### src/rtl/bubsys_snd_mixer_pkg.sv
// Shared types and helpers for the four-source sound mixer.
// Used by bubsys_snd_mixer and by bubsys_snd_dcblock (built only with BUBSYS_SNDMIX_DCBLOCK_EN).
package bubsys_snd_pkg;

  localparam int SMPL_W_DEF = 16;
  localparam int SMPL_MAX   = 32767;
  localparam int SMPL_MIN   = -32768;

  typedef enum logic [2:0] {
    ST_IDLE,
    ST_MAC0,
    ST_MAC1,
    ST_MAC2,
    ST_MAC3,
    ST_SAT
  } mix_state_t;

  typedef enum logic [1:0] {
    CH_K5289,
    CH_VLM,
    CH_PSG1,
    CH_PSG2
  } mix_chan_t;

  // gain = 32 + 4*v. The modulo-128 sum maps v=-8 to 0 and v=+7 to 60.
  function automatic logic [5:0] vol2gain(input logic signed [3:0] v);
    logic [6:0] g;
    g = 7'd32 + {v[3], v, 2'b00};
    return g[5:0];
  endfunction

endpackage

### src/rtl/bubsys_snd_mixer_if.sv
// Sample inputs, volume word and mixed output of the sound mixer.
interface bubsys_snd_mixer_if #(
  parameter int SMPL_W = 16
);
  logic                     i_SMPL_CEN;
  logic signed [SMPL_W-1:0] i_K5289;
  logic signed [SMPL_W-1:0] i_VLM;
  logic signed [SMPL_W-1:0] i_PSG1;
  logic signed [SMPL_W-1:0] i_PSG2;
  logic        [15:0]       i_VOL;
  logic signed [SMPL_W-1:0] o_SND_L;
  logic signed [SMPL_W-1:0] o_SND_R;
  logic                     o_SND_STB;
  logic                     o_OVERRUN;

  modport master (
    output i_SMPL_CEN, i_K5289, i_VLM, i_PSG1, i_PSG2, i_VOL,
    input  o_SND_L, o_SND_R, o_SND_STB, o_OVERRUN
  );

  modport slave (
    input  i_SMPL_CEN, i_K5289, i_VLM, i_PSG1, i_PSG2, i_VOL,
    output o_SND_L, o_SND_R, o_SND_STB, o_OVERRUN
  );
endinterface

### src/rtl/bubsys_snd_mixer_dcblock.sv
// DC-blocking high-pass: y = x - x_prev + y_prev - (y_prev >>> 8), saturated.
// Only instantiated when BUBSYS_SNDMIX_DCBLOCK_EN is defined.
module bubsys_snd_dcblock
  import bubsys_snd_pkg::*;
#(
  parameter int SMPL_W = SMPL_W_DEF
) (
  input  logic                     CLK72M,
  input  logic                     RESET,
  input  logic                     x_vld,
  input  logic signed [SMPL_W-1:0] x,
  output logic                     y_vld,
  output logic signed [SMPL_W-1:0] y
);

  localparam int W = SMPL_W + 3;
  localparam logic signed [W-1:0] Y_HI = W'(SMPL_MAX);
  localparam logic signed [W-1:0] Y_LO = W'(SMPL_MIN);

  logic signed [SMPL_W-1:0] x_prev;
  logic signed [W-1:0]      y_raw;
  logic signed [SMPL_W-1:0] y_sat;

  // y itself is y_prev: the register only changes on x_vld.
  always_comb begin
    y_raw = W'(x) - W'(x_prev) + W'(y) - W'(y >>> 8);
    if (y_raw > Y_HI)      y_sat = SMPL_W'(SMPL_MAX);
    else if (y_raw < Y_LO) y_sat = SMPL_W'(SMPL_MIN);
    else                   y_sat = y_raw[SMPL_W-1:0];
  end

  always_ff @(posedge CLK72M) begin
    if (RESET) begin
      x_prev <= '0;
      y      <= '0;
      y_vld  <= 1'b0;
    end else begin
      y_vld <= x_vld;
      if (x_vld) begin
        x_prev <= x;
        y      <= y_sat;
      end
    end
  end

endmodule

### src/rtl/bubsys_snd_mixer.sv
// Four-source mono mixer with one time-shared multiplier (one MAC per clock).
// Optional DC-blocking stage under BUBSYS_SNDMIX_DCBLOCK_EN.
module bubsys_snd_mixer
  import bubsys_snd_pkg::*;
#(
  parameter int SMPL_W    = SMPL_W_DEF,
  parameter int ACC_W     = 20,
  parameter int GAIN_FRAC = 5
) (
  input  logic               i_EMU_CLK72M,
  input  logic               i_EMU_SOFTRST,
  bubsys_snd_mixer_if.slave  snd
);

  localparam int PW = SMPL_W + 7;
  localparam logic signed [ACC_W-1:0] ACC_HI = ACC_W'(SMPL_MAX);
  localparam logic signed [ACC_W-1:0] ACC_LO = ACC_W'(SMPL_MIN);

  mix_state_t state, state_nx;
  mix_chan_t  chan;

  logic signed [SMPL_W-1:0] smp_q  [4];
  logic        [5:0]        gain_q [4];
  logic signed [ACC_W-1:0]  acc;
  logic signed [SMPL_W-1:0] mac_smp;
  logic        [5:0]        mac_gain;
  logic signed [PW-1:0]     prod;
  logic signed [ACC_W-1:0]  term;
  logic signed [SMPL_W-1:0] sat_val;
  logic signed [SMPL_W-1:0] sat_q;
  logic                     sat_vld;
  logic signed [SMPL_W-1:0] res;
  logic                     res_vld;
  logic signed [SMPL_W-1:0] out_q;
  logic                     stb_q;
  logic                     ovr_q;

  always_ff @(posedge i_EMU_CLK72M) begin
    if (i_EMU_SOFTRST) state <= ST_IDLE;
    else               state <= state_nx;
  end

  always_comb begin
    state_nx = state;
    case (state)
      ST_IDLE: if (snd.i_SMPL_CEN) state_nx = ST_MAC0;
      ST_MAC0: state_nx = ST_MAC1;
      ST_MAC1: state_nx = ST_MAC2;
      ST_MAC2: state_nx = ST_MAC3;
      ST_MAC3: state_nx = ST_SAT;
      ST_SAT:  state_nx = ST_IDLE;
      default: state_nx = ST_IDLE;
    endcase
  end

  always_comb begin
    chan = CH_K5289;
    case (state)
      ST_MAC1: chan = CH_VLM;
      ST_MAC2: chan = CH_PSG1;
      ST_MAC3: chan = CH_PSG2;
      default: chan = CH_K5289;
    endcase
  end

  // Gain is unsigned, so zero-extend before the signed multiply.
  always_comb begin
    mac_smp  = smp_q[chan];
    mac_gain = gain_q[chan];
    prod     = PW'(mac_smp) * PW'($signed({1'b0, mac_gain}));
    term     = ACC_W'(prod >>> GAIN_FRAC);
    if (acc > ACC_HI)      sat_val = SMPL_W'(SMPL_MAX);
    else if (acc < ACC_LO) sat_val = SMPL_W'(SMPL_MIN);
    else                   sat_val = acc[SMPL_W-1:0];
  end

  always_ff @(posedge i_EMU_CLK72M) begin
    if (i_EMU_SOFTRST) begin
      for (int unsigned i = 0; i < 4; i++) begin
        smp_q[i]  <= '0;
        gain_q[i] <= '0;
      end
      acc     <= '0;
      sat_q   <= '0;
      sat_vld <= 1'b0;
      ovr_q   <= 1'b0;
    end else begin
      sat_vld <= 1'b0;
      case (state)
        ST_IDLE: begin
          if (snd.i_SMPL_CEN) begin
            smp_q[CH_K5289]  <= snd.i_K5289;
            smp_q[CH_VLM]    <= snd.i_VLM;
            smp_q[CH_PSG1]   <= snd.i_PSG1;
            smp_q[CH_PSG2]   <= snd.i_PSG2;
            gain_q[CH_K5289] <= vol2gain(snd.i_VOL[3:0]);
            gain_q[CH_VLM]   <= vol2gain(snd.i_VOL[7:4]);
            gain_q[CH_PSG1]  <= vol2gain(snd.i_VOL[11:8]);
            gain_q[CH_PSG2]  <= vol2gain(snd.i_VOL[15:12]);
            acc              <= '0;
          end
        end
        ST_MAC0, ST_MAC1, ST_MAC2, ST_MAC3: acc <= acc + term;
        ST_SAT: begin
          sat_q   <= sat_val;
          sat_vld <= 1'b1;
        end
        default: ;
      endcase
      if (state != ST_IDLE && snd.i_SMPL_CEN) ovr_q <= 1'b1;
    end
  end

`ifdef BUBSYS_SNDMIX_DCBLOCK_EN
  bubsys_snd_dcblock #(
    .SMPL_W (SMPL_W)
  ) u_dcblock (
    .CLK72M (i_EMU_CLK72M),
    .RESET  (i_EMU_SOFTRST),
    .x_vld  (sat_vld),
    .x      (sat_q),
    .y_vld  (res_vld),
    .y      (res)
  );
`else
  assign res     = sat_q;
  assign res_vld = sat_vld;
`endif

  always_ff @(posedge i_EMU_CLK72M) begin
    if (i_EMU_SOFTRST) begin
      out_q <= '0;
      stb_q <= 1'b0;
    end else begin
      stb_q <= res_vld;
      if (res_vld) out_q <= res;
    end
  end

  assign snd.o_SND_L   = out_q;
  assign snd.o_SND_R   = out_q;
  assign snd.o_SND_STB = stb_q;
  assign snd.o_OVERRUN = ovr_q;

endmodule

### src/flat_wrapper.sv
// flat-port wrapper written by rule: the top's interface ports become plain ports
module bubsys_snd_mixer_flat import bubsys_snd_pkg::*;
#(
  parameter int SMPL_W    = SMPL_W_DEF,
  parameter int ACC_W     = 20,
  parameter int GAIN_FRAC = 5
)
  (i_EMU_CLK72M, i_EMU_SOFTRST, snd_i_SMPL_CEN, snd_i_K5289, snd_i_VLM, snd_i_PSG1, snd_i_PSG2, snd_i_VOL, snd_o_SND_L, snd_o_SND_R, snd_o_SND_STB, snd_o_OVERRUN);
  bubsys_snd_mixer_if #(.SMPL_W(SMPL_W)) snd_i ();
  input  logic i_EMU_CLK72M;
  input  logic i_EMU_SOFTRST;
  input wire logic [$bits(snd_i.i_SMPL_CEN)-1:0] snd_i_SMPL_CEN;
  input wire logic [$bits(snd_i.i_K5289)-1:0] snd_i_K5289;
  input wire logic [$bits(snd_i.i_VLM)-1:0] snd_i_VLM;
  input wire logic [$bits(snd_i.i_PSG1)-1:0] snd_i_PSG1;
  input wire logic [$bits(snd_i.i_PSG2)-1:0] snd_i_PSG2;
  input wire logic [$bits(snd_i.i_VOL)-1:0] snd_i_VOL;
  output wire logic [$bits(snd_i.o_SND_L)-1:0] snd_o_SND_L;
  output wire logic [$bits(snd_i.o_SND_R)-1:0] snd_o_SND_R;
  output wire logic [$bits(snd_i.o_SND_STB)-1:0] snd_o_SND_STB;
  output wire logic [$bits(snd_i.o_OVERRUN)-1:0] snd_o_OVERRUN;
  assign snd_i.i_SMPL_CEN = snd_i_SMPL_CEN;
  assign snd_i.i_K5289 = snd_i_K5289;
  assign snd_i.i_VLM = snd_i_VLM;
  assign snd_i.i_PSG1 = snd_i_PSG1;
  assign snd_i.i_PSG2 = snd_i_PSG2;
  assign snd_i.i_VOL = snd_i_VOL;
  assign snd_o_SND_L = snd_i.o_SND_L;
  assign snd_o_SND_R = snd_i.o_SND_R;
  assign snd_o_SND_STB = snd_i.o_SND_STB;
  assign snd_o_OVERRUN = snd_i.o_OVERRUN;
  bubsys_snd_mixer #(.SMPL_W(SMPL_W), .ACC_W(ACC_W), .GAIN_FRAC(GAIN_FRAC)) u_core (.i_EMU_CLK72M(i_EMU_CLK72M), .i_EMU_SOFTRST(i_EMU_SOFTRST), .snd(snd_i));
endmodule
### config.mk
export PLATFORM = sky130hd
export DESIGN_NAME = bubsys_snd_mixer_flat
export DESIGN_NICKNAME = d
export VERILOG_FILES = /design/src/rtl/bubsys_snd_mixer_pkg.sv /design/src/rtl/bubsys_snd_mixer_if.sv /design/src/rtl/bubsys_snd_mixer_dcblock.sv /design/src/rtl/bubsys_snd_mixer.sv /design/src/flat_wrapper.sv
export SDC_FILE = /design/constraint.sdc
export NUM_CORES = 1
export LEC_CHECK = 0
export ABC_AREA = 1
export CORE_MARGIN = 2
export CORE_UTILIZATION = 55
export CTS_CLUSTER_DIAMETER = 40
export DETAILED_ROUTE_END_ITERATION = 16
export PLACE_DENSITY = 0.9
export SETUP_SLACK_MARGIN = 0.4
export SLEW_MARGIN = 20
export SYNTH_ARGS = -nofsm -noshare
export SYNTH_HDL_FRONTEND = slang
export SYNTH_SLANG_ARGS = --single-unit
### constraint.sdc
create_clock -name i_EMU_CLK72M -period 10.66 [get_ports i_EMU_CLK72M]
set_input_delay 2.132 -clock i_EMU_CLK72M [delete_from_list [all_inputs] [get_ports i_EMU_CLK72M]]
set_output_delay 2.132 -clock i_EMU_CLK72M [all_outputs]
set_load 0.01 [all_outputs]
### Word level (Yosys, flattened, before mapping)

Memory sizes are Yosys's and may differ from the RTL's.
Index checks and enable logic that the tools add are counted.

* add/sub/neg operators: 5
* equality and inequality tests: 6
* multiply operators: 1
* reductions and logical operators: 6
* magnitude comparators: 2
* bitwise logic cells: 8
* multiplexer cells: 22

Operators by type and width (count)
* $mux 16: 6
* $pmux 20 s2: 1
* $add 6x6->6 const A: 4
* $mux 6: 4
* $mul 16x7->23: 1
* $add 20x18->20: 1
* $gt 20x16->1 const B: 1
* $lt 20x16->1 const B: 1
* $mux 20: 1
* $pmux 3 s5: 1
* $or 1x1->1: 8
* $mux 1: 7
* $eq 3x2->1 const B: 2
* $eq 3x3->1 const B: 2
* $pmux 2 s3: 1
* $reduce_or 4->1: 1
* $eq 3x1->1 const B: 1
* $logic_not 3->1: 1
* $mux 3: 1
* $reduce_bool 3->1: 1
* $ne 2x2->1 const B: 1
* $reduce_and 2->1: 1
* $reduce_bool 2->1: 1
* $logic_and 1x1->1: 1

* memory bits (writable): 88
* bits of input ports: 83
* register bits: 58
* memories kept: 2
* word-level logic and storage cells: 59
* output and inout bits: 34

Memories
* u_core.smp_q: words 4, bits a word 16, rd ports 1, clocked after memory_dff 0, write ports 4, RTL line bubsys_snd_mixer.sv:22 `logic signed [SMPL_W-1:0] smp_q [4];`
* u_core.gain_q: words 4, bits a word 6, rd ports 1, clocked after memory_dff 0, write ports 4, RTL line bubsys_snd_mixer.sv:23 `logic [5:0] gain_q [4];`

### Logic depth before layout (Yosys ltp)

Gate-level depths: netlist of the first run.
An unclocked memory read counts as a cell.

* depth in word-level cells: 6
* mapped depth: 41
* mapped depth without buffers: 40

### Worst setup path after synthesis of the first run

OpenSTA, ideal clock, no wires.

* path kind: in2reg
* from: input snd_i_SMPL_CEN
* to: memory u_core.gain_q[0][2] (enable)
* buffers on the path: 0
* data arrival time: 7.776 ns
* setup slack: 2.256 ns
* cell stages on the path: 2
* data required time: 10.031 ns
* setup time: 0.629 ns
* cells stage by stage: inv_1 o21ai_0

RTL lines
* start: declaration: RTL line flat_wrapper.sv:12 `input wire logic [$bits(snd_i.i_SMPL_CEN)-1:0] snd_i_SMPL_CEN;`
* end: declaration: RTL line bubsys_snd_mixer.sv:23

### Worst setup path after layout of the first run

* from: register u_core.state[2]
* to: register u_core.acc[19]

* cells in the longest elaborated chain, start to end: 6
* elaborated cells on any way between the ends: 15
* classes of those cells: add/sub (1); mul (1); eq/ne (5); mux (2); reduce/logical (4); memory (2)

RTL lines
* start: declaration: RTL line bubsys_snd_mixer.sv:19 `mix_state_t state, state_nx;`
* start signal: assignment: RTL line bubsys_snd_mixer.sv:40 `else state <= state_nx;`
* $eq 3x3->1 or $eq 3x2->1 (tied branches): RTL line bubsys_snd_mixer.sv:58, bubsys_snd_mixer.sv:89
* $pmux 2 s3: RTL line bubsys_snd_mixer.sv:58 `case (state)`
* $mem_v2 4x16 or $mem_v2 4x6 (tied branches)
* $mul 16x7->23: RTL line bubsys_snd_mixer.sv:70 `prod = PW'(mac_smp) * PW'($signed({1'b0, mac_gain}));`
* $add 20x18->20: RTL line bubsys_snd_mixer.sv:103 `ST_MAC0, ST_MAC1, ST_MAC2, ST_MAC3: acc <= acc + term;`
* $pmux 20 s2: RTL line bubsys_snd_mixer.sv:89 `case (state)`
* end signal: assignment: RTL line bubsys_snd_mixer.sv:103
* end: declaration: RTL line bubsys_snd_mixer.sv:24 `logic signed [ACC_W-1:0] acc;`

Several ways; a longest one is shown, not always the timed one.
A chain may end at the register's enable or synchronous reset.

==> summary.txt, run 1 <==
status: finished clean
Synth Instances: 1159
maximum buffer depth of the clock tree: 2
Die Outline Area: 18200 sq um
Buffers on Ports: 116
sequential cell area fraction in the yosys report: 37.8%
gr usage total: 25.1%
total setup buffers inserted after CTS: 0
total power consumption of the routed design: 3.02 mW
cell with the most instances on the worst path: nand2_1
average wire per standard cell: 15.2 um
Die X-Extent: 135 um
Worst Setup Start Kind: flip-flop
final period demand of the worst path: 6.93 ns
total standard cell area after synthesis: 9430 sq um
power per cell area: 270 nW/um^2
Warnings, synthesis: 0
number of nets in the layout: 1449
Mapped Nets: 1364
DPL Wire Length: 16700 um
number of placed I/O pins: 117
worst-path cell with the longest stage delay: fa_1
number of buffers created by CTS: 17
endpoint required time on the critical path: 10.95 ns
main combinational cell family by area after synthesis: simple AND/OR/NAND/NOR gates
Core ar.: 16600 sq um
global-route wire length before repair: 36400 um
number of cells after detailed placement: 1445
number of library cell types mapped by synthesis: 47
clock skew after layout: 0.00935 ns
final standard cell count with taps included and fillers excluded: 1477
clk sinks: 138
initial antenna violation count: 0
number of buffers and inverters on the critical path: 10
Final Slew Violations: 0
# DRC: 0
clock tree from TritonCTS: done
area used by sequential logic in the layout: 3560 sq um
setup repair after global routing missed its margin: false
category of cells accounting for the largest share of critical-path delay: adder cells
post-layout worst setup margin: 3.73 ns
endpoint class of the critical path: flip-flop
Congestion Overflow GR: 0
count of hold buffers inserted by post-cts repair: 0
synthesized-area fraction occupied by adder cells: 18.9%
parity-gate share of the synthesized area counting xor and xnor cells: 1.39%
final-layout setup total negative slack: 0 ns
worst skew pair latency: 0.42 ns
multiplexer fraction of the synthesized cell area: 0%
CTS resizes: 0
EDFF count, synth: 80
actual transition at the worst max-transition pin: 0.983 ns
fraction of layout instances using a drive strength above 1: 4.53%
class of the worst hold path: reg2reg
area grow syn2layout: 18.6%
Hold Violations, Final: 0
total area of multi-input combinational cells: 4940 sq um
drt total wl: 22400 um
Tcrit/Tclk final: 65.0%
Max-Cap Viols: 0
dominant synthesized flop cell: edfxtp_1
simple-gate share of the synthesized area: 20.7%
die extent in y: 135 um
Clk Tree Root Cell: clkbuf_16
Fin Hold WS: 0.465 ns
post-route core utilization: 67.2%
post-detailed-route count of antenna-violating nets: 0
worst vdd ir: 0.191 mV
drt pass-1 iters: 6
type of the setup path with the least slack: reg2reg
Synth Area in Compound Gates: 11.2%
Mapped Avg Cell Area: 8.13 sq um
pre-CTS worst setup slack: 3.77 ns
Yosys reg bits: 138
fmax: 144 MHz
Max-Slew Margin vs Limit: 34.4%
biggest fanout along the worst timing path: 41
Final Instance Area: 11200 sq um
starting density of the core: 56.6%
arrival time of the worst setup path: 7.22 ns
final weighted congestion in routability-driven placement: 0.942
via count of the first global-routing pass: 7722
fillcell total: 1281
Ant. Diodes: 0
CP peak stage delay: 0.48 ns
endpoints failing setup: 0
Clock H-tree levels: 4
Post-DP Area: 10600 sq um
Clock transition at path regs: 0.06 ns
via/cell ratio: 5.43
leakage dissipation: 5.41 nW
Via Count: 8021
drt first-iter violations: 720
Core Rows: 47
maximum number of pins on one net before global-route repair: 81
async set-reset flop share out of synthesis: 0%
==> worst min-delay path, cell delays in order (launching register included) <==
cell	delay [ns]
dfxtp_1	0.31
nand2_1	0.06
a21oi_1	0.05
==> power breakdown <==
part / total [mW] / switching (mW) / internal [mW]
sequential: 0.703 / 0.0449 / 0.658
combinational: 1.72 / 1.09 / 0.632
clock: 0.602 / 0.233 / 0.369
total: 3.02 / 1.36 / 1.66
==> cells by family (layout without fill, tap and decap cells) <==
kind of cell             after synthesis  in the layout
AND/OR/NAND/NOR                      487            487
buffers and inverters                216            314
AO/OA/AOI/OAI                        181            181
flip-flops                           138            138
adder cells (fa/ha/maj)              122            122
XOR/XNOR                              15             15
==> metal layers <==
| metal | vias to the layer above | GRT usage (%) | part of all wire (%) |
|---|---|---|---|
| met4 | 0 | 10.6 | 3.4 |
| met2 | 304 | 43.7 | 50 |
| li1 | 3921 | - | - |
| met1 | 3744 | 31.0 | 41 |
| met3 | 52 | 4.13 | 5.5 |
| met5 | - | 0 | 0 |
==> layout make-up <==
cell class / instances / area share (%)
multi-input combinational: 805 / 44.2
sequential: 138 / 31.9
timing repair buffer: 121 / 10.7
inverter: 161 / 5.41
clock buffer: 18 / 3.84
tap: 220 / 2.46
clock inverter: 14 / 1.52
==> path summary, 6_finish.rpt <==
| path | startpoint | to | slack [ns] | depth (start not counted) |
|---|---|---|---|---|
| worst max-delay path | u_core.state[2] | u_core.acc[19] | 3.73 | 38 |
| worst min-delay path | u_core.res[7] | u_core.res[7] | 0.46 | 2 |
| worst max register to register | u_core.state[2] | u_core.acc[19] | 3.73 | 38 |
| worst min register to register | u_core.res[7] | u_core.res[7] | 0.46 | 2 |
==> cell usage in the layout (no fill, tap or decap), types with 4 or more instances in the layout <==
cell and instances:
nand3_1 39, inv_2 5, ha_1 88, clkbuf_16 17
o21ai_1 4, a32o_1 13, clkdlybuf4s50_1 116, or2_2 5
a21oi_1 86, nand4_1 7, clkinv_2 4, inv_1 154
edfxtp_1 80, a21boi_0 6, nand2_1 207, xor2_1 10
xnor2_1 5, fa_1 34, o21ai_0 50, buf_4 5
nor2_1 210, nor3_1 10, dfxtp_1 58
==> flip-flops by register name (all words and copies together) (netlist names) <==
signal	flops
u_core.snd.o_OVERRUN	1
u_core.res	16
u_core.snd.o_SND_L	16
u_core.gain_q	16
u_core.state	3
u_core.snd.o_SND_STB	1
u_core.acc	20
u_core.smp_q	64
u_core.res_vld	1
==> Yosys cell counts, types with 6 or more instances <==
cell	instances	area share, %
xor2_1	10	0.93
o21ai_0	51	2.7
inv_1	154	6.1
edfxtp_1	80	25
a32o_1	13	1.4
clkbuf_1	19	0.76
nand2_1	207	8.2
buf_4	20	1.6
buf_6	6	0.72
buf_2	9	0.48
ha_1	88	12
fa_1	34	7.2
dfxtp_1	58	12
a21oi_1	86	4.6
nand4_1	7	0.46
nor3_1	10	0.53
nor2_1	210	8.4
a21boi_0	6	0.48
nand3_1	40	2.1
(Power assumes the default switching activity.)
==> run 2: changes to the inputs <==
CORE_UTILIZATION = 51   (was 55)
PLACE_DENSITY = 0.88   (was 0.9)
clock period = 6.1 ns   (was 10.66 ns; I/O delays follow)
==> run 2 against run 1 <==
  * The run now ends with negative setup slack left
  * Design area grew 23%
  * Worst hold slack gained 0.0052 ns
  * Worst setup slack lost 4.4 ns
  * First-iteration DRC count grew 110%
  * Cell count grew 8.5%
  * Sequential power grew 81%
  * Clock skew grew 0.0072 ns
  * Clock power grew 78%
  * Combinational power grew to 3.5 times the previous value
  * Non-clock buffer count grew 114
  * Largest cell class unchanged
  * Highest routed layer is now met5
==> summary.txt, run 2 (same netlist as run 1, synthesis figures left out) <==
Reg2Reg Depth: 37 (-2.6%)
CP Capture Point: u_core.acc[13]
drt pass-1 iters: 8 (+2)
class of the worst hold path: reg2reg
# DRC: 0 (unchanged)
area grow syn2layout: 45.3%
drt total wl: 43200 um (+93%)
register name with the most flops: u_core.smp_q
category of cells accounting for the largest share of critical-path delay: simple AND/OR/NAND/NOR gates
die extent in y: 140 um (+3.7%)
Core Rows: 49 (+4.3%)
gr usage total: 31.5% (+6.4 points)
startpoint of the worst setup timing path: u_core.state[0]
actual transition at the worst max-transition pin: 1.12 ns (+0.137 ns)
launching point of the worst reg2reg path: u_core.state[0]
biggest fanout along the worst timing path: 13 (-68%)
Clock transition at path regs: 0.07 ns (about the same)
final weighted congestion in routability-driven placement: 0.992 (+5.3%)
post-layout worst setup margin: -0.650 ns (-4.38 ns)
Tcrit/Tclk final: 111% (+46 points)
Max-Cap Viols: 0 (unchanged)
Via Count: 10400 (+30%)
initial antenna violation count: 2 (+2)
drt first-iter violations: 1486 (+110%)
Die Outline Area: 19600 sq um (+7.6%)
pre-CTS worst setup slack: -0.125 ns (-3.90 ns)
top library cells by usage in the layout, fill and taps aside: nor2_1, nand2_1, inv_1
maximum number of pins on one net before global-route repair: 48 (-41%)
Detail Route met2 WL: 18700 um (+68%)
critical path depth in cells: 37 (-2.6%)
Post-DP Area: 10800 sq um (+2.0%)
fraction of layout instances using a drive strength above 1: 27.4% (+23 points)
CP peak stage delay: 0.58 ns (+0.10 ns)
Final Instance Area: 13700 sq um (+23%)
WL met3: 5840 um (+370%)
flip-flop count of the largest register, all copies and words added: 64 (unchanged)
via count of the first global-routing pass: 9356 (+21%)
register-to-register path setup slack: -0.65 ns (-4.38 ns)
final standard cell count with taps included and fillers excluded: 1602 (+8.5%)
met1 routed wirelength after detailed routing: 13400 um (+45%)
endpoint required time on the critical path: 6.47 ns (-4.48 ns)
endpoints failing setup: 13 (+13)
fmax: 148 MHz (+2.6%)
final-layout setup total negative slack: -4.70 ns (-4.70 ns)
worst-path cell with the longest stage delay: fa_1
starting density of the core: 52.3% (-4.3 points)
leakage dissipation: 6.19 nW (+15%)
Core ar.: 18000 sq um (+8.3%)
Clock H-tree levels: 4 (unchanged)
average wire per standard cell: 27.0 um (+78%)
Worst Setup Start Kind: flip-flop
Hold Violations, Final: 0 (unchanged)
clock tree from TritonCTS: done
cell with the most instances on the worst path: nand2_1
DPL Wire Length: 17600 um (+5.7%)
Buffers on Ports: 116 (unchanged)
RR Endpoint: u_core.acc[13]
number of nets in the layout: 1564 (+7.9%)
power per cell area: 608 nW/um^2 (+120%)
worst vdd ir: 0.390 mV (+100%)
number of placed I/O pins: 117 (unchanged)
via/cell ratio: 6.52 (+20%)
maximum buffer depth of the clock tree: 2 (unchanged)
clk sinks: 138 (unchanged)
post-detailed-route count of antenna-violating nets: 0 (unchanged)
total power consumption of the routed design: 8.33 mW (+180%)
endpoint class of the critical path: flip-flop
arrival time of the worst setup path: 7.12 ns (-0.10 ns)
number of cells after detailed placement: 1478 (+2.3%)
global-route wire length before repair: 48000 um (+32%)
Clk Tree Root Cell: clkbuf_16
type of the setup path with the least slack: reg2reg
Top Registers: u_core.smp_q (64), u_core.acc (20)
worst skew pair latency: 0.45 ns (+0.03 ns)
uppermost layer routed: met5
violated checks: negative setup slack
setup repair after global routing missed its margin: true
Die X-Extent: 140 um (+3.7%)
final period demand of the worst path: 6.75 ns (-0.178 ns)
number of buffers created by CTS: 17 (unchanged)
Max-Slew Margin vs Limit: 25.3% (-9.1 points)
status: finished with violations
number of buffers and inverters on the critical path: 10 (unchanged)
Final Slew Violations: 0 (unchanged)
clock skew after layout: 0.0166 ns (+0.00721 ns)
leading cell type in the layout, fill and taps excluded: nor2_1
Congestion Overflow GR: 0 (unchanged)
-- run 2: final cells by class --
type	count	area, sq um
multi-input combinational	806	6230
fill	1008	4330
sequential	138	3570
timing repair buffer	235	2390
inverter	161	637
clock buffer	17	425
tap	229	287
clock inverter	15	156
antenna	1	2.50
-- run 2: timing repair --
action,in CTS,in global routing
cloned,3,2
pin swaps,21,103
setup buffers,61,24
endpoints found under the setup margin,14,20
resized for setup,46,295
hold buffers,0,0
-- run 2: power by group --
group / total [mW] / switching, mW / internal, mW
logic: 5.99 / 3.47 / 2.52
clock network: 1.07 / 0.496 / 0.576
registers: 1.27 / 0.117 / 1.15
total: 8.33 / 4.08 / 4.24
-- run 2: worst min-delay path: cells and delay by family (launching register included) --
kind / cells / cell delay [ns]
compound gates: 1 / 0.05
flops: 1 / 0.31
simple gates: 1 / 0.06
-- run 2: layer usage --
metal | up-vias | global-route usage (%)
met4 | 2 | 20.8
met3 | 452 | 6.94
met5 | - | 0
met2 | 1018 | 54.3
met1 | 4805 | 35.1
li1 | 4166 | -
-- run 2: worst min-delay path by stage --
stage,startpoint,end,slack [ns],depth (start not counted)
finish,u_core.res[4],u_core.res[4],0.47,2
global route,u_core.res[1],u_core.res[1],0.48,2
CTS,u_core.res[4],u_core.res[4],0.47,2
detailed placement,u_core.res[4],u_core.res[4],0.46,2
global placement,u_core.res[6],u_core.res[6],0.45,2
floorplan,u_core.res[0],u_core.res[0],0.45,2
-- run 2: metrics by stage --
step                util [%]  hold slack [ns]
finish                  76.0            0.470
global route            76.0            0.482
CTS                     66.8            0.471
detailed placement      59.9            0.460
global placement        59.9            0.453
floorplan                  -            0.446
==> run 3: changes to the inputs <==
ABC_AREA = not set   (was 1)
REMOVE_ABC_BUFFERS = 1   (was not set)
==> run 3 against run 2 <==
  * The flow still finishes with violations (negative setup slack)
  * Clock skew about the same
  * Clock-buffer cell count up 2
  * Worst setup slack better by 0.014 ns
  * Global-route usage down 7.8 points
  * Sequential share of layout area up 2.0 points
  * Register-to-register slack about the same
  * Largest cell class unchanged
==> summary.txt, run 3 <==
drt first-iter violations: 689 (-54%)
Top Registers: u_core.smp_q (64), u_core.acc (20)
power per cell area: 378 nW/um^2 (-38%)
via count of the first global-routing pass: 7518 (-20%)
number of buffers created by CTS: 17 (unchanged)
Warnings, synthesis: 0 (unchanged)
post-layout worst setup margin: -0.636 ns (+0.0138 ns)
number of nets in the layout: 1303 (-17%)
Mapped Avg Cell Area: 10.4 sq um (+28%)
biggest fanout along the worst timing path: 5 (-8)
final period demand of the worst path: 6.74 ns (-0.0138 ns)
leakage dissipation: 5.46 nW (-12%)
simple-gate share of the synthesized area: 15.0% (-5.7 points)
gr usage total: 23.7% (-7.8 points)
number of placed I/O pins: 117 (unchanged)
class of the worst hold path: reg2reg
fmax: 148 MHz (+0.20%)
startpoint of the worst setup timing path: u_core.state[2]
register name with the most flops: u_core.smp_q
top-area cell type share of the netlist area: 26.5% (+0.98 points)
Clock transition at path regs: 0.06 ns (about the same)
hold wc startpoint: u_core.res[12]
multiplexer fraction of the synthesized cell area: 3.06% (+3.1 points)
Worst Setup Start Kind: flip-flop
top library cells by usage in the layout, fill and taps aside: buf_4, clkdlybuf4s50_1, nor2_1, and2_1, edfxtp_1
library cell occupying the most area in the post-synthesis netlist: edfxtp_1
clock skew after layout: 0.0168 ns (+0.000219 ns)
maximum number of pins on one net before global-route repair: 81 (+69%)
launching point of the worst reg2reg path: u_core.state[2]
Die X-Extent: 137 um (-1.8%)
flip-flop count of the largest register, all copies and words added: 64 (unchanged)
synthesized-area fraction occupied by adder cells: 19.6% (+0.72 points)
parity-gate share of the synthesized area counting xor and xnor cells: 3.24% (+1.8 points)
final weighted congestion in routability-driven placement: 0.863 (-13%)
starting density of the core: 52.3% (about the same)
dominant synthesized flop cell: edfxtp_1
worst skew pair latency: 0.44 ns (about the same)
pre-CTS worst setup slack: -0.656 ns (-0.531 ns)
async set-reset flop share out of synthesis: 0% (unchanged)
top cells by instance count after synthesis: nor2_1, and2_1, ha_1
endpoint class of the critical path: flip-flop
Core Rows: 48 (-2.0%)
Max-Cap Viols: 0 (unchanged)
Yosys reg bits: 138 (unchanged)
total power consumption of the routed design: 4.80 mW (-42%)
arrival time of the worst setup path: 7.06 ns (-0.06 ns)
hold endpoint: u_core.res[12]
Tcrit/Tclk final: 110% (-0.23 points)
die extent in y: 137 um (-1.8%)
Core ar.: 17400 sq um (-3.7%)
Clock H-tree levels: 4 (unchanged)
CP peak stage delay: 0.56 ns (-0.02 ns)
EDFF count, synth: 80 (unchanged)
average wire per standard cell: 19.3 um (-29%)
most frequent cell after synthesis: nor2_1
DPL Wire Length: 14800 um (-16%)
Synth Area in Compound Gates: 15.2% (+4.0 points)
type of the setup path with the least slack: reg2reg
Max-Slew Margin vs Limit: 32.6% (+7.3 points)
cell depth of the worst min-delay path: 2 (unchanged)
Clk Tree Root Cell: clkbuf_16
clock tree from TritonCTS: done
actual transition at the worst max-transition pin: 1.01 ns (-0.109 ns)
global-route wire length before repair: 34800 um (-28%)
Final Slew Violations: 0 (unchanged)
Die Outline Area: 18900 sq um (-3.6%)
Via Count: 7805 (-25%)
sequential cell area fraction in the yosys report: 39.3% (+1.4 points)
post-route core utilization: 73.2% (-2.8 points)
Buffers on Ports: 116 (unchanged)
RR Endpoint: u_core.acc[18]
endpoint required time on the critical path: 6.42 ns (-0.05 ns)
worst vdd ir: 0.273 mV (-30%)
Reg2Reg Depth: 33 (-11%)
endpoints failing setup: 11 (-2)
clk sinks: 138 (unchanged)
Synth Instances: 875 (-25%)
via/cell ratio: 5.84 (-10%)
fraction of layout instances using a drive strength above 1: 26.6% (-0.85 points)
worst-path cell with the longest stage delay: fa_1
Hold Violations, Final: 0 (unchanged)
leading cell types by total area after synthesis: edfxtp_1, dfxtp_1, ha_1
main combinational cell family by area after synthesis: adder cells
status: finished with violations
leading cell type in the layout, fill and taps excluded: buf_4
# DRC: 0 (unchanged)
Ant. Diodes: 0 (-1)
drt total wl: 25700 um (-40%)
maximum buffer depth of the clock tree: 2 (unchanged)
register-to-register path setup slack: -0.64 ns (about the same)
total standard cell area after synthesis: 9080 sq um (-3.7%)
drt pass-1 iters: 5 (-3)
post-detailed-route count of antenna-violating nets: 0 (unchanged)
number of library cell types mapped by synthesis: 73 (+55%)
area grow syn2layout: 40.0%
initial antenna violation count: 0 (-2)
violated checks: negative setup slack
Congestion Overflow GR: 0 (unchanged)
setup repair after global routing missed its margin: true
-- run 3: critical path, delay by kind of cell (launching register included) --
kind	cells	cell delay, ns
compound gates	11	2.02
flops	1	0.37
simple gates	6	0.91
fa+ha+maj	7	2.32
buf+inv	7	0.67
xor+xnor	2	0.31
-- run 3: final cells by class --
class                           instances  area (sq um)
Clock buffer                           19           443
Clock inverter                         13           130
Fill cell                            1014          4650
Inverter                               33           124
Multi-Input combinational cell        647          5800
Sequential cell                       138          3570
Tap cell                              225           282
Timing Repair Buffer                  261          2360
-- run 3: metal layers --
metal,vias up,part of all wire [%],global-route usage (%)
met4,0,5.6,10.8
met1,3730,38,26.5
met5,-,0,0
li1,3563,-,-
met2,398,52,43.0
met3,114,5.2,5.19
-- run 3: kinds of logic after synthesis --
logic type | after synthesis
and+or+nand+nor | 265
AOI/OAI and AO/OA | 205
DFF | 138
adders and majority gates | 122
buffers and inverters | 90
xor gates and xnor gates | 32
muxes | 23
-- run 3: power breakdown --
group	internal (mW)	switching [mW]	total (mW)	leakage (nW)
Clock	0.580	0.424	1.00	0.268
Combinational	1.29	1.32	2.61	3.86
Sequential	1.11	0.0816	1.19	1.33
Total	2.98	1.83	4.80	5.46
-- run 3: how the worst max path moves through the flow --
stage,cells past startpoint,endpoint
6_report,33,u_core.acc[18]
5_1_grt,33,u_core.acc[18]
4_1_cts,30,u_core.acc[18]
3_5_place_dp,31,u_core.acc[18]
3_3_place_gp,31,u_core.acc[18]
2_1_floorplan,30,u_core.acc[18]
-- run 3: what timing repair did --
action / in CTS / in global routing
hold buffers: 0 / 0
setup endpoints to repair: 13 / 16
setup buffers: 21 / 19
endpoints found under the hold margin: 0 / 0
resized for setup: 72 / 82
pin swaps: 62 / 77
-- run 3: per-stage QoR --
stage	hold WS, ns	TNS (ns)	cell area [sq um]	instances
2_1_floorplan	0.425	-12.67	8780	818
3_3_place_gp	0.440	-1.97	11000	1263
3_5_place_dp	0.444	-3.76	11000	1263
4_1_cts	0.452	-1.19	12100	1316
5_1_grt	0.474	-6.24	12700	1336
6_report	0.452	-4.06	12700	1336
